File: config.mk
export PLATFORM = sky130hd
export DESIGN_NAME = maxpool2_stream_3x3s2
export DESIGN_NICKNAME = d
export VERILOG_FILES = /design/src/rtl/maxpool2_stream_3x3s2.sv
export SDC_FILE = /design/constraint.sdc
export NUM_CORES = 1
export LEC_CHECK = 0
export BUFFER_PORTS_ARGS = -buffer_cell sky130_fd_sc_hd__clkbuf_2
export CELL_PAD_IN_SITES_DETAIL_PLACEMENT = 1
export CELL_PAD_IN_SITES_GLOBAL_PLACEMENT = 2
export CORE_UTILIZATION = 50
export CTS_BUF_LIST = sky130_fd_sc_hd__clkbuf_16
export CTS_CLUSTER_DIAMETER = 30
export DETAILED_ROUTE_END_ITERATION = 12
export GPL_TIMING_DRIVEN = 0
export PLACE_DENSITY_LB_ADDON = 0.1
export SLEW_MARGIN = 30
export SYNTH_ARGS = -nofsm -noshare
export SYNTH_HDL_FRONTEND = slang
export SYNTH_SLANG_ARGS = --single-unit
File: constraint.sdc
create_clock -name clk -period 11.3 [get_ports clk]
set_input_delay 2.26 -clock clk [delete_from_list [all_inputs] [get_ports clk]]
set_output_delay 2.26 -clock clk [all_outputs]
set_load 0.05 [all_outputs]
File: src/rtl/maxpool2_stream_3x3s2.sv
// Streaming 3x3 / stride-2 signed max-pool over raster-ordered channel planes.
// Row partial maxima live in hacc, column partial maxima in vbuf; one output register.
module maxpool2_stream_3x3s2 #(
  parameter int DATA_W   = 16,
  parameter int IN_W     = 27,
  parameter int CHANNELS = 256
) (
  input  logic              clk,
  input  logic              rst,
  input  logic              in_valid,
  output logic              in_ready,
  input  logic [DATA_W-1:0] in_data,
  output logic              out_valid,
  input  logic              out_ready,
  output logic [DATA_W-1:0] out_data,
  output logic              out_last_plane,
  output logic              out_last
);
  localparam int OUT_W = (IN_W - 3) / 2 + 1;
  localparam int CW    = $clog2(IN_W);
  localparam int KW    = (OUT_W > 1) ? $clog2(OUT_W) : 1;
  localparam int CHW   = (CHANNELS > 1) ? $clog2(CHANNELS) : 1;

  logic [CW-1:0]     col_q, col_d, row_q, row_d;
  logic [CHW-1:0]    chan_q, chan_d;
  logic [KW-1:0]     k_q;
  logic [DATA_W-1:0] hacc_q;
  logic [DATA_W-1:0] vbuf_q [OUT_W];
  logic [DATA_W-1:0] out_data_q;
  logic              out_valid_q, out_last_plane_q, out_last_q;

  logic              accept, col_last, row_last, chan_last;
  logic              h_vld, emit;
  logic [DATA_W-1:0] h, vmax;

  function automatic logic [DATA_W-1:0] smax(input logic [DATA_W-1:0] a,
                                             input logic [DATA_W-1:0] b);
    return ($signed(a) > $signed(b)) ? a : b;
  endfunction

  assign in_ready  = !out_valid_q | out_ready;
  assign accept    = in_valid & in_ready;
  assign col_last  = (col_q == CW'(IN_W - 1));
  assign row_last  = (row_q == CW'(IN_W - 1));
  assign chan_last = (chan_q == CHW'(CHANNELS - 1));

  // A horizontal window closes on every even column past 0; k_q tracks its index.
  assign h     = smax(hacc_q, in_data);
  assign h_vld = accept & !col_q[0] & (col_q != '0);
  assign vmax  = smax(vbuf_q[k_q], h);
  assign emit  = h_vld & !row_q[0] & (row_q != '0);

  always_comb begin
    col_d  = col_q;
    row_d  = row_q;
    chan_d = chan_q;
    if (accept) begin
      if (col_last) begin
        col_d = '0;
        if (row_last) begin
          row_d  = '0;
          chan_d = chan_last ? '0 : chan_q + CHW'(1);
        end else begin
          row_d = row_q + CW'(1);
        end
      end else begin
        col_d = col_q + CW'(1);
      end
    end
  end

  always_ff @(posedge clk) begin
    if (rst) begin
      col_q            <= '0;
      row_q            <= '0;
      chan_q           <= '0;
      k_q              <= '0;
      hacc_q           <= '0;
      out_valid_q      <= 1'b0;
      out_data_q       <= '0;
      out_last_plane_q <= 1'b0;
      out_last_q       <= 1'b0;
    end else begin
      col_q  <= col_d;
      row_q  <= row_d;
      chan_q <= chan_d;
      if (accept) hacc_q <= col_q[0] ? h : in_data;
      if (h_vld)  k_q    <= col_last ? '0 : k_q + KW'(1);
      if (emit) begin
        out_valid_q      <= 1'b1;
        out_data_q       <= vmax;
        out_last_plane_q <= col_last & row_last;
        out_last_q       <= col_last & row_last & chan_last;
      end else if (out_ready) begin
        out_valid_q <= 1'b0;
      end
    end
  end

  // Row 0 of every plane overwrites its slot before any read, so no reset needed.
  always_ff @(posedge clk) begin
    if (h_vld) vbuf_q[k_q] <= row_q[0] ? vmax : h;
  end

  assign out_valid      = out_valid_q;
  assign out_data       = out_data_q;
  assign out_last_plane = out_last_plane_q;
  assign out_last       = out_last_q;
endmodule

**After elaboration in Yosys (flattened, before gate mapping)**

Memories as Yosys holds them, arrays and structs flattened. A register that Yosys moved wholly into a read port is not among the register bits.
Cells that the tools add are included.

- Bits in writable memories: 208
- Output and inout port bits: 20
- Memories kept: 1
- Word-level logic and storage cells: 49
- Input bits: 20
- Register bits after elaboration: 57
- Memory bits (read-only): 0
- Bits in latches: 0

- Bitwise gates (word level): 8
- Div/mod/pow operators: 0
- Equality and inequality tests: 3
- Reductions and logical operators: 8
- Shift-type cells: 0
- $mul: 0
- Add/subtract/negate cells: 4
- $lt $le $gt $ge: 2
- Muxes and demuxes: 14

Memory list:

| memory | depth | bits a word | rd ports | clocked after memory_dff | write ports | RTL line | source |
|---|---|---|---|---|---|---|---|
| vbuf_q | 13 | 16 | 1 | 1 | 1 | 28 | `logic [DATA_W-1:0] vbuf_q [OUT_W];` |

Operators with widths:

| operator | number |
|---|---|
| 16-bit 2-to-1 mux | 4 |
| 16-bit > comparator | 2 |
| 4-bit 2-to-1 mux | 3 |
| 5-bit by 1-bit adder with 5-bit output (second input constant) | 2 |
| 5-bit equality test (second input constant) | 2 |
| 5-bit 2-to-1 mux | 2 |
| 5-bit nonzero test | 2 |
| 8-bit by 1-bit adder with 8-bit output (second input constant) | 1 |
| 8-bit equality test (second input constant) | 1 |
| 8-bit 2-to-1 mux | 1 |
| 1-bit bitwise AND | 7 |
| 4-bit by 1-bit adder with 4-bit output (second input constant) | 1 |
| 1-bit 2-to-1 mux | 4 |
| 1-bit logical NOT | 3 |
| 3-bit AND reduction | 1 |
| 2-bit AND reduction | 1 |
| 2-bit nonzero test | 1 |
| 1-bit bitwise OR | 1 |

**Longest topological paths before layout**

Gate-level depths: netlist of run 1.

- Depth after elaboration: 8
- Gate-level depth with buffers: 19
- Gate-level depth less buffers: 17

**Worst setup path after synthesis of run 1**

OpenSTA, ideal clock, no wires.

- Kind: input to register
- Start: input port in_data[15]
- End: memory vbuf_q[0][10], data pin
- Library setup time: 279 ps
- Stages on the path: 17
- Arrival: 6230 ps
- Required time: 11021 ps
- Slack: 4791 ps
- Path through: inv_1 -> ha_1 -> nand4_1 -> nor4_2 -> a21bo_1 -> a31o_1 -> nand3_2 -> buf_6 -> mux2i_1 -> ha_1 -> nand4_1 -> nor4_1 -> a21oi_1 -> a21boi_2 -> nand2_1 -> buf_2 -> mux2i_1

- Longest elaborated chain between the ends: 5

RTL lines:

| element | RTL line | source |
|---|---|---|
| start: declaration | 12 | `input logic [DATA_W-1:0] in_data,` |
| 16-bit > comparator | 38 | `return ($signed(a) > $signed(b)) ? a : b;` |
| 16-bit 2-to-1 mux (*) | 38 |  |
| 16-bit > comparator | 38 |  |
| 16-bit 2-to-1 mux | 38 |  |
| 16-bit 2-to-1 mux (*) | 102 | `if (h_vld) vbuf_q[k_q] <= row_q[0] ? vmax : h;` |
| end: declaration | 28 |  |

Every way passes the cells marked *; elsewhere a longest branch is shown, timed or not.

**Final worst setup path of run 1**

- Start: input port in_data[15]
- End: memory vbuf_q[3][13], data pin

The elaborated chain is that of the path after synthesis.

==> results of run 1 <==
==> worst max-delay path by stage <==
| stage | to | slack (ns) | cells after the start |
|---|---|---|---|
| final | vbuf_q[3][13]$_DFFE_PP_ | 3.34 | 18 |
| after global routing | vbuf_q[4][13]$_DFFE_PP_ | 3.03 | 18 |
| after CTS | vbuf_q[12][9]$_DFFE_PP_ | 3.14 | 18 |
| after detailed placement | vbuf_q[10][9]$_DFFE_PP_ | 2.59 | 18 |
| after global placement | vbuf_q[1][9]$_DFFE_PP_ | 2.92 | 18 |
| after floorplan | vbuf_q[0][10]$_DFFE_PP_ | 4.79 | 17 |
==> cell families after synthesis <==
family,synth area share
fa+ha+maj,0.0462
buf+inv,0.0261
xor+xnor,0.00979
simple gates,0.0673
mux,0.162
compound gates,0.0464
flops,0.642
==> sequential cells by signal, summed over array words and instances (netlist names), 4 cells and up, named ones only <==
name and count:
vbuf_q 208, hacc_q 16, row_q 5, k_q 4, col_q 5, chan_q 8, out_data 16
==> worst max-delay path: stages <==
cell	delay, ns
clkbuf_2	0.11
inv_1	0.04
ha_1	0.34
nand4_1	0.25
nor4_2	0.53
a21bo_1	0.28
a31o_1	0.26
nand3_2	0.23
buf_6	0.23
mux2i_1	0.52
ha_1	0.23
nand4_1	0.20
nor4_1	0.57
a21oi_1	0.17
a21boi_2	0.41
nand2_1	0.40
buf_2	0.38
mux2i_1	0.74
==> layer usage <==
metal | global-route usage | wire length, µm | vias up | share of wire
li1 | - | - | 3120 | -
met1 | 0.310 | 11600 | 3538 | 0.41
met2 | 0.431 | 14600 | 197 | 0.51
met3 | 0.0389 | 1540 | 59 | 0.054
met4 | 0.0886 | 672 | 0 | 0.024
met5 | 0 | 0 | - | 0
==> synth_stat cells (11+ instances only) <==
master / number / share of area
mux2i_1: 56 / 0.048
nand2_1: 18 / 0.0058
inv_1: 40 / 0.013
mux4_2: 58 / 0.11
nor3_1: 15 / 0.0065
and2_1: 11 / 0.0059
a31oi_1: 12 / 0.0065
o21ai_0: 20 / 0.0086
dfxtp_1: 61 / 0.10
nand4_1: 13 / 0.0070
a21oi_1: 36 / 0.015
edfxtp_1: 208 / 0.54
nor2_1: 47 / 0.015
ha_1: 43 / 0.046
nor3b_1: 13 / 0.0084
clkbuf_1: 21 / 0.0068
==> area by class of cell <==
class,instances,area (µm²),share of cell area
clock inverters,43,472,0.0336
multi-input cells,408,3940,0.280
well taps,285,357,0.0254
flip-flops and latches,269,7470,0.532
plain buffers,33,155,0.0111
clock buffers,51,1280,0.0909
repair buffers,41,221,0.0158
inverters,40,150,0.0107
==> per-stage QoR <==
step	hold slack, ns	std cells	cell area (µm²)	worst slack [ns]	total power [mW]
6_report	0.466	1170	14000	3.34	2.85
3_5_place_dp	0.465	1076	12200	2.59	1.35
3_3_place_gp	0.454	1074	12200	2.92	1.33
2_1_floorplan	0.472	750	11600	4.79	1.28
4_1_cts	0.471	1170	14000	3.14	2.86
5_1_grt	0.510	1170	14000	3.03	2.92
==> power breakdown <==
group          internal, mW  leakage (nW)  switching [mW]
Clock                  1.01         0.872           0.507
Sequential             1.11          2.39         0.00719
Combinational        0.0812          1.77           0.139
Total                  2.19          5.03           0.654
==> results.tsv, run 1 <==
stage	metric	value	unit
finish	final_common_cell	edfxtp_1	
grt	gr-usage-all-layers	0.246	
route	drt_first_pass_iters	4	
setup_path	cp-end-kind	flip-flop	
grt	grt_pass1_wl	43100	µm
grt	antenna_found_initial	0	
placed_design	port_buffers	39	
yosys	syn_nets	813	
setup_path	cp-start-kind	input pin	
clock_tree	clock_tree.buffer_depth	3	
yosys	synthDistinctLibCells	48	
setup_path	crit_required	11.53	ns
min_path	hp-class	flip-flop to flip-flop	
finish	nets	907	
route	drt_wl_total	28400	µm
yosys	yosys_warnings	0	
clock_tree	htreeDepth	2	
finish	drive_gt1_frac	0.250	
power	peakVddDrop	0.000150	V
finish	final_util	0.618	
timing	hold_viol_final	0	
status	outcome	completed	
clock_tree	postCtsHoldBufs	0	
setup_path	crit_start	in_data[15]	
timing	fmax	126	MHz
timing	worst_pin_slew	0.989	ns
grt	first_global_vias	7419	
route	post_drt_wl_per_cell	24.3	µm
setup_path	critPathKind	input pin to flip-flop	
setup_path	arrival	8.19	ns
floorplanning	start_util	0.512	
yosys	synth_edf_count	208	
timing	setup_viol	0	
route	num_vias	6914	
clock_tree	cts_tree	done	
min_path	hold_depth	2	
floorplanning	fp.dieH	155	µm
clock_tree	clkLatencyLatePin	0.57	ns
yosys	async_reset_ff_frac	0	
setup_path	critPathMaxFanout	13	
timing	slew_headroom	0.341	
setup_path	r2r_setup_slack	4.87	ns
yosys	synth_seq_area_share	0.642	
setup_path	r2r_start	hacc_q[15]$_SDFFE_PP0P_	
setup_path	reg2reg_to	vbuf_q[3][13]$_DFFE_PP_	
clock_tree	post_cts_resized	0	
min_path	hold-path-endpoint	out_last$_SDFFE_PP0P_	
yosys	synth_area	0.0116	mm²
floorplanning	core_area	0.0227	mm²
yosys	syn_avg_cell_area	15.5	µm²
yosys	netlist_instances	750	
yosys	synth_seq_cells	269	
placed_design	gp_congestion	0.824	
finish	final_cell_mix	208 x edfxtp_1, 61 x dfxtp_1, 58 x mux4_2	
grt	grt_overflow_total	0	
clock_tree	post_cts_buffers	0	
job	drv_cap	0	
clock_tree	cts_buffers	51	
timing	fin_skew	0.0490	ns
route	drtIter0Drc	399	
floorplanning	placementRows	55	
clock_tree	cts.clk_slew.worst_paths	0.04	ns
floorplanning	die_area	0.0239	mm²
timing	finalSetupTns	0	ns
grt	grt_max_degree	17	
power	leakagePower	5.03	nW
finish	fillers	2065	
route	viasPerCell	5.91	
placed_design	dp_hpwl	18800	µm
power	power_density	203	mW/mm²
setup_path	rr_worst_depth	16	
finish	num_antenna_cells	0	
min_path	min_from	out_last$_SDFFE_PP0P_	
route	route.detailed.drc	0	
timing	slew_viol_final	0	
floorplanning	die_w	155	µm
timing	post-route-period-util	0.705	
timing	period_minus_slack	7.96	ns
route	postRouteAntennaNets	0	
yosys	synth_top_flop_cell	edfxtp_1	
clock_tree	root_buffer	clkbuf_16	
timing	grt_setup_unrepaired	false	
clock_tree	clock-sinks	269	
floorplanning	ioPinCount	40	
finish	syn_to_final_growth	20.6	%
Note: power is estimated with default switching activity, not from simulation.
==> inputs of run 2 (changes only) <==
--- a/config.mk
+++ b/config.mk
@@ -8,7 +8,7 @@
 export BUFFER_PORTS_ARGS = -buffer_cell sky130_fd_sc_hd__clkbuf_2
 export CELL_PAD_IN_SITES_DETAIL_PLACEMENT = 1
 export CELL_PAD_IN_SITES_GLOBAL_PLACEMENT = 2
-export CORE_UTILIZATION = 50
+export CORE_UTILIZATION = 46
 export CTS_BUF_LIST = sky130_fd_sc_hd__clkbuf_16
 export CTS_CLUSTER_DIAMETER = 30
 export DETAILED_ROUTE_END_ITERATION = 12
==> constraint.sdc (replaced) <==
create_clock -name clk -period 8.1 [get_ports clk]
set_input_delay 1.62 -clock clk [delete_from_list [all_inputs] [get_ports clk]]
set_output_delay 1.62 -clock clk [all_outputs]
set_load 0.05 [all_outputs]
==> run 2 against run 1 <==
Net effect:
- first-iteration DRC count is 22% lower
- sequential cell count unchanged
- cell area grew 1.9%
- global-route usage shrank 1.1 points
- sequential power up 40%
- core utilization decreased by 3.5 points
- total power up 47%
- combinational power grew 39%
- clock-buffer cell count grew 9
- register-to-register slack got worse by 3.0 ns
- die area is 8.6% higher
- clock power up 54%
==> results.tsv, run 2 (synthesis gave the netlist of run 1 again) <==
stage	metric	value	unit
status	outcome	completed	
timing	grt_setup_unrepaired	false	
route	postRouteAntennaNets	0	
route	route.detailed.drc	0	
grt	antenna_found_initial	0	
floorplanning	die_area	0.0259	mm²
finish	largest_register_ffs	208	
floorplanning	fp.dieH	161	µm
clock_tree	cts_buffers	59	
placed_design	placed_cells	1113	
route	drt_wl_total	29500	µm
finish	final_cell_mix	208 x edfxtp_1, 61 x dfxtp_1, 60 x clkbuf_16	
finish	num_antenna_cells	0	
finish	final_common_cell	edfxtp_1	
route	drtIter0Drc	312	
timing	post-route-period-util	0.882	
finish	syn_to_final_growth	22.9	%
setup_path	cp-end-kind	flip-flop	
clock_tree	cts.clk_slew.worst_paths	0.05	ns
timing	hold_viol_final	0	
placed_design	port_buffers	39	
floorplanning	ioPinCount	40	
grt	grt_pass1_wl	44900	µm
job	drv_cap	0	
timing	fmax	140	MHz
floorplanning	placementRows	57	
finish	fillers	2301	
timing	fin_ws	0.954	ns
timing	slew_headroom	0.379	
floorplanning	start_util	0.474	
timing	finalSetupTns	0	ns
clock_tree	clock-sinks	269	
setup_path	cp-start-kind	input pin	
placed_design	post-place-ws	0.280	ns
route	viasPerCell	5.70	
placed_design	dp_hpwl	18600	µm
finish	drive_gt1_frac	0.266	
route	drt_first_pass_iters	4	
clock_tree	clock_tree.buffer_depth	3	
grt	grt_overflow_total	0	
finish	nets	913	
timing	setup_viol	0	
timing	worst_pin_slew	0.905	ns
min_path	hp-class	flip-flop to flip-flop	
grt	grt_max_degree	17	
finish	seq_area	0.00747	mm²
timing	fin_skew	0.0236	ns
setup_path	arrival	7.40	ns
setup_path	critPathMaxFanout	13	
grt	first_global_vias	7612	
floorplanning	core_area	0.0245	mm²
clock_tree	post_cts_buffers	0	
clock_tree	htreeDepth	2	
grt	gr-usage-all-layers	0.235	
route	num_vias	6975	
power	peakVddDrop	0.000199	V
floorplanning	die_w	161	µm
setup_path	crit_required	8.35	ns
power	power_density	293	mW/mm²
route	post_drt_wl_per_cell	24.1	µm
clock_tree	cts_tree	done	
finish	fin_cells	1224	
clock_tree	clkLatencyLatePin	0.58	ns
power	leakagePower	5.14	nW
setup_path	critPathKind	input pin to flip-flop	
placed_design	gp_congestion	0.782	
finish	top_register	vbuf_q	
timing	slew_viol_final	0	
timing	period_minus_slack	7.15	ns
finish	multi_input_area	0.00394	mm²
clock_tree	post_cts_resized	0	
clock_tree	root_buffer	clkbuf_16	
clock_tree	postCtsHoldBufs	0	
[run 2: changes by cell type in the layout (fill, tap and decap cells not counted), moves of 2 or more]
cell / delta
bufinv_16: -2
clkinv_1: -3
clkbuf_16: +9
and2_1: -2
clkinv_4: +6
inv_1: +2
and2_2: +2
clkinvlp_4: +3
clkinv_2: +3
[run 2: power by group]
part	internal, mW	total [mW]	switching [mW]
combinational	0.113	0.308	0.195
clock	1.54	2.33	0.795
sequential	1.54	1.55	0.0103
total	3.20	4.19	1.00
[run 2: through the flow]
stage	total power, mW	hold slack, ns	cell area (µm²)	util
floorplan	1.78	0.472	11600	-
detailed placement	1.88	0.459	12300	0.500
global placement	1.86	0.455	12200	0.499
global route	4.32	0.516	14300	0.583
finish	4.19	0.476	14300	0.583
CTS	4.22	0.470	14200	0.581
[run 2: cell type report]
class | instances | area share
Clock inverter | 51 | 0.0337
Multi-Input combinational cell | 408 | 0.276
Tap cell | 324 | 0.0284
Timing Repair Buffer | 39 | 0.0137
Sequential cell | 269 | 0.522
Clock buffer | 60 | 0.105
Buffer | 33 | 0.0109
Inverter | 40 | 0.0105
[run 2: worst paths after layout]
kind	startpoint	end	slack, ns	cells past startpoint
hold / removal	out_last$_SDFFE_PP0P_	out_last$_SDFFE_PP0P_	0.48	2
setup / recovery	in_data[15]	vbuf_q[11][7]$_DFFE_PP_	0.95	18
hold reg to reg	out_last$_SDFFE_PP0P_	out_last$_SDFFE_PP0P_	0.48	2
setup reg to reg	hacc_q[15]$_SDFFE_PP0P_	vbuf_q[11][7]$_DFFE_PP_	1.85	16
[run 2: metal layers]
metal  GRT usage  vias up  part of all wire  routed length (µm)
li1            -     3135                 -                   -
met1       0.299     3593              0.43               12600
met2       0.401      198              0.50               14800
met3      0.0442       49             0.049                1440
met4      0.0896        0             0.023                 693
met5           0        -                 0                   0
[run 2: critical path: stages]
cell and delay [ns]:
clkbuf_2 0.11, inv_1 0.05, ha_1 0.33, nand4_1 0.20, nor4_2 0.49, a21bo_1 0.28, a31o_1 0.27, nand3_2 0.25
buf_6 0.23, mux2i_1 0.51, ha_1 0.23, nand4_1 0.18, nor4_1 0.51, a21oi_1 0.16, a21boi_2 0.41, nand2_1 0.41
buf_2 0.39, mux2i_1 0.73
==> inputs of run 3 (changes only) <==
--- a/config.mk
+++ b/config.mk
@@ -8,11 +8,12 @@
 export BUFFER_PORTS_ARGS = -buffer_cell sky130_fd_sc_hd__clkbuf_2
 export CELL_PAD_IN_SITES_DETAIL_PLACEMENT = 1
 export CELL_PAD_IN_SITES_GLOBAL_PLACEMENT = 2
-export CORE_UTILIZATION = 46
+export CORE_UTILIZATION = 40
 export CTS_BUF_LIST = sky130_fd_sc_hd__clkbuf_16
 export CTS_CLUSTER_DIAMETER = 30
 export DETAILED_ROUTE_END_ITERATION = 12
 export GPL_TIMING_DRIVEN = 0
+export HOLD_SLACK_MARGIN = 0.05
 export PLACE_DENSITY_LB_ADDON = 0.1
 export SLEW_MARGIN = 30
 export SYNTH_ARGS = -nofsm -noshare
==> run 3 against run 2 <==
Net effect:
- first-iteration DRC count up 12%
- combinational power is essentially flat
- register-to-register slack got worse by 0.08 ns
- critical path depth stayed put
- largest cell class unchanged
==> results.tsv, run 3 (synthesis gave the netlist of run 1 again) <==
stage	metric	value	unit
status	outcome	completed	
setup_path	cp-end-kind	flip-flop	
job	drv_cap	0	
placed_design	post-place-ws	0.0664	ns
route	drt_first_pass_iters	4	
setup_path	cp-start-kind	input pin	
floorplanning	placementRows	62	
finish	final_cell_area	0.0143	mm²
floorplanning	fp.dieH	173	µm
power	leakagePower	5.12	nW
power	p_clk_frac	0.547	
grt	grt_pass1_wl	44400	µm
setup_path	critPathMaxFanout	13	
grt	first_global_vias	7631	
timing	fin_skew	0.0199	ns
floorplanning	die_area	0.0298	mm²
route	viasPerCell	5.40	
setup_path	crit_required	8.33	ns
placed_design	placed_cells	1173	
clock_tree	htreeDepth	2	
route	drtIter0Drc	350	
finish	num_antenna_cells	0	
power	power.switching	960	µW
grt	antenna_found_initial	0	
floorplanning	start_util	0.406	
timing	finalSetupTns	0	ns
grt	gr-usage-all-layers	0.197	
clock_tree	cts_buffers	58	
power	p_seq_frac	0.378	
clock_tree	post_cts_buffers	0	
setup_path	arrival	7.46	ns
finish	largest_register_ffs	208	
placed_design	placement.cell_area	0.0123	mm²
route	num_vias	6918	
clock_tree	cts.clk_slew.worst_paths	0.04	ns
timing	post-route-period-util	0.893	
clock_tree	clkLatencyLatePin	0.57	ns
placed_design	port_buffers	39	
timing	slew_headroom	0.386	
min_path	hp-class	flip-flop to flip-flop	
power	swShare	0.234	
floorplanning	core_area	0.0286	mm²
power	combPwrFrac	0.075	
timing	period_minus_slack	7.23	ns
finish	top_register	vbuf_q	
timing	hold_viol_final	0	
power	power_density	287	mW/mm²
placed_design	gp_congestion	0.749	
route	route.detailed.drc	0	
finish	fillers	2763	
setup_path	r2r_start	hacc_q[15]$_SDFFE_PP0P_	
grt	grt_max_degree	17	
clock_tree	cts_tree	done	
timing	fin_ws	0.868	ns
finish	final_util	0.500	
min_path	min_from	out_last$_SDFFE_PP0P_	
power	finalPower	4.11	mW
power	peakVddDrop	0.000177	V
floorplanning	die_w	173	µm
placed_design	dp_hpwl	19300	µm
timing	fmax	138	MHz
grt	grt_overflow_total	0	
finish	drive_gt1_frac	0.256	
clock_tree	postCtsHoldBufs	0	
finish	final_cell_mix	208 x edfxtp_1, 61 x dfxtp_1, 58 x mux4_2, 58 x clkbuf_16, 48 x inv_1	
floorplanning	ioPinCount	40	
clock_tree	clock_tree.buffer_depth	3	
clock_tree	clock-sinks	269	
clock_tree	root_buffer	clkbuf_16	
finish	fin_cells	1282	
finish	nets	912	
route	post_drt_wl_per_cell	22.5	µm
timing	holdWs	0.467	ns
timing	slew_viol_final	0	
finish	final_common_cell	edfxtp_1	
setup_path	crit_start	in_data[15]	
timing	worst_pin_slew	0.895	ns
finish	syn_to_final_growth	22.9	%
setup_path	critPathKind	input pin to flip-flop	
power	p_int	3.15	mW
timing	grt_setup_unrepaired	false	
clock_tree	post_cts_resized	0	
timing	setup_viol	0	
route	drt_wl_total	28800	µm
route	postRouteAntennaNets	0	
-- run 3: cell count changes in the layout (fill, tap and decap cells not counted), sizes merged --
| cell | previous run | this run |
|---|---|---|
| inv | 52 | 51 |
| clkinv | 27 | 31 |
| clkinvlp | 6 | 3 |
| clkbuf | 120 | 118 |
-- run 3: power by group through the flow --
stage | combinational (mW) | sequential (mW) | clock (mW)
2_1_floorplan | 0.208 | 1.57 | 0
3_3_place_gp | 0.290 | 1.58 | 0
3_5_place_dp | 0.306 | 1.58 | 0
4_1_cts | 0.308 | 1.55 | 2.28
5_1_grt | 0.342 | 1.55 | 2.35
6_report | 0.308 | 1.55 | 2.25
-- run 3: area by class of cell --
class,instances,area [µm²],area share
buffer,33,155,0.0109
clock buffer,58,1450,0.102
clock inverter,51,468,0.0327
inverter,40,150,0.0105
multi-input combinational,408,3930,0.275
sequential,269,7470,0.522
tap,384,480,0.0336
timing repair buffer,39,195,0.0137
-- run 3: worst paths after layout --
path	to	cells past startpoint	slack, ns
setup / recovery	vbuf_q[9][12]$_DFFE_PP_	18	0.87
hold / removal	out_last$_SDFFE_PP0P_	2	0.47
setup reg to reg	vbuf_q[9][12]$_DFFE_PP_	16	1.77
hold reg to reg	out_last$_SDFFE_PP0P_	2	0.47
-- run 3: metal layers --
layer | global-route usage | routed length, µm
met1 | 0.245 | 12200
met2 | 0.349 | 14800
met3 | 0.0367 | 1290
met4 | 0.0614 | 566
met5 | 0 | 0
-- run 3: worst max-delay path, cell delays in order --
cell	delay (ns)
clkbuf_2	0.11
inv_1	0.04
ha_1	0.34
nand4_1	0.22
nor4_2	0.51
a21bo_1	0.28
a31o_1	0.27
nand3_2	0.24
buf_6	0.23
mux2i_1	0.55
ha_1	0.21
nand4_1	0.20
nor4_1	0.56
a21oi_1	0.15
a21boi_2	0.39
nand2_1	0.38
buf_2	0.37
mux2i_1	0.74
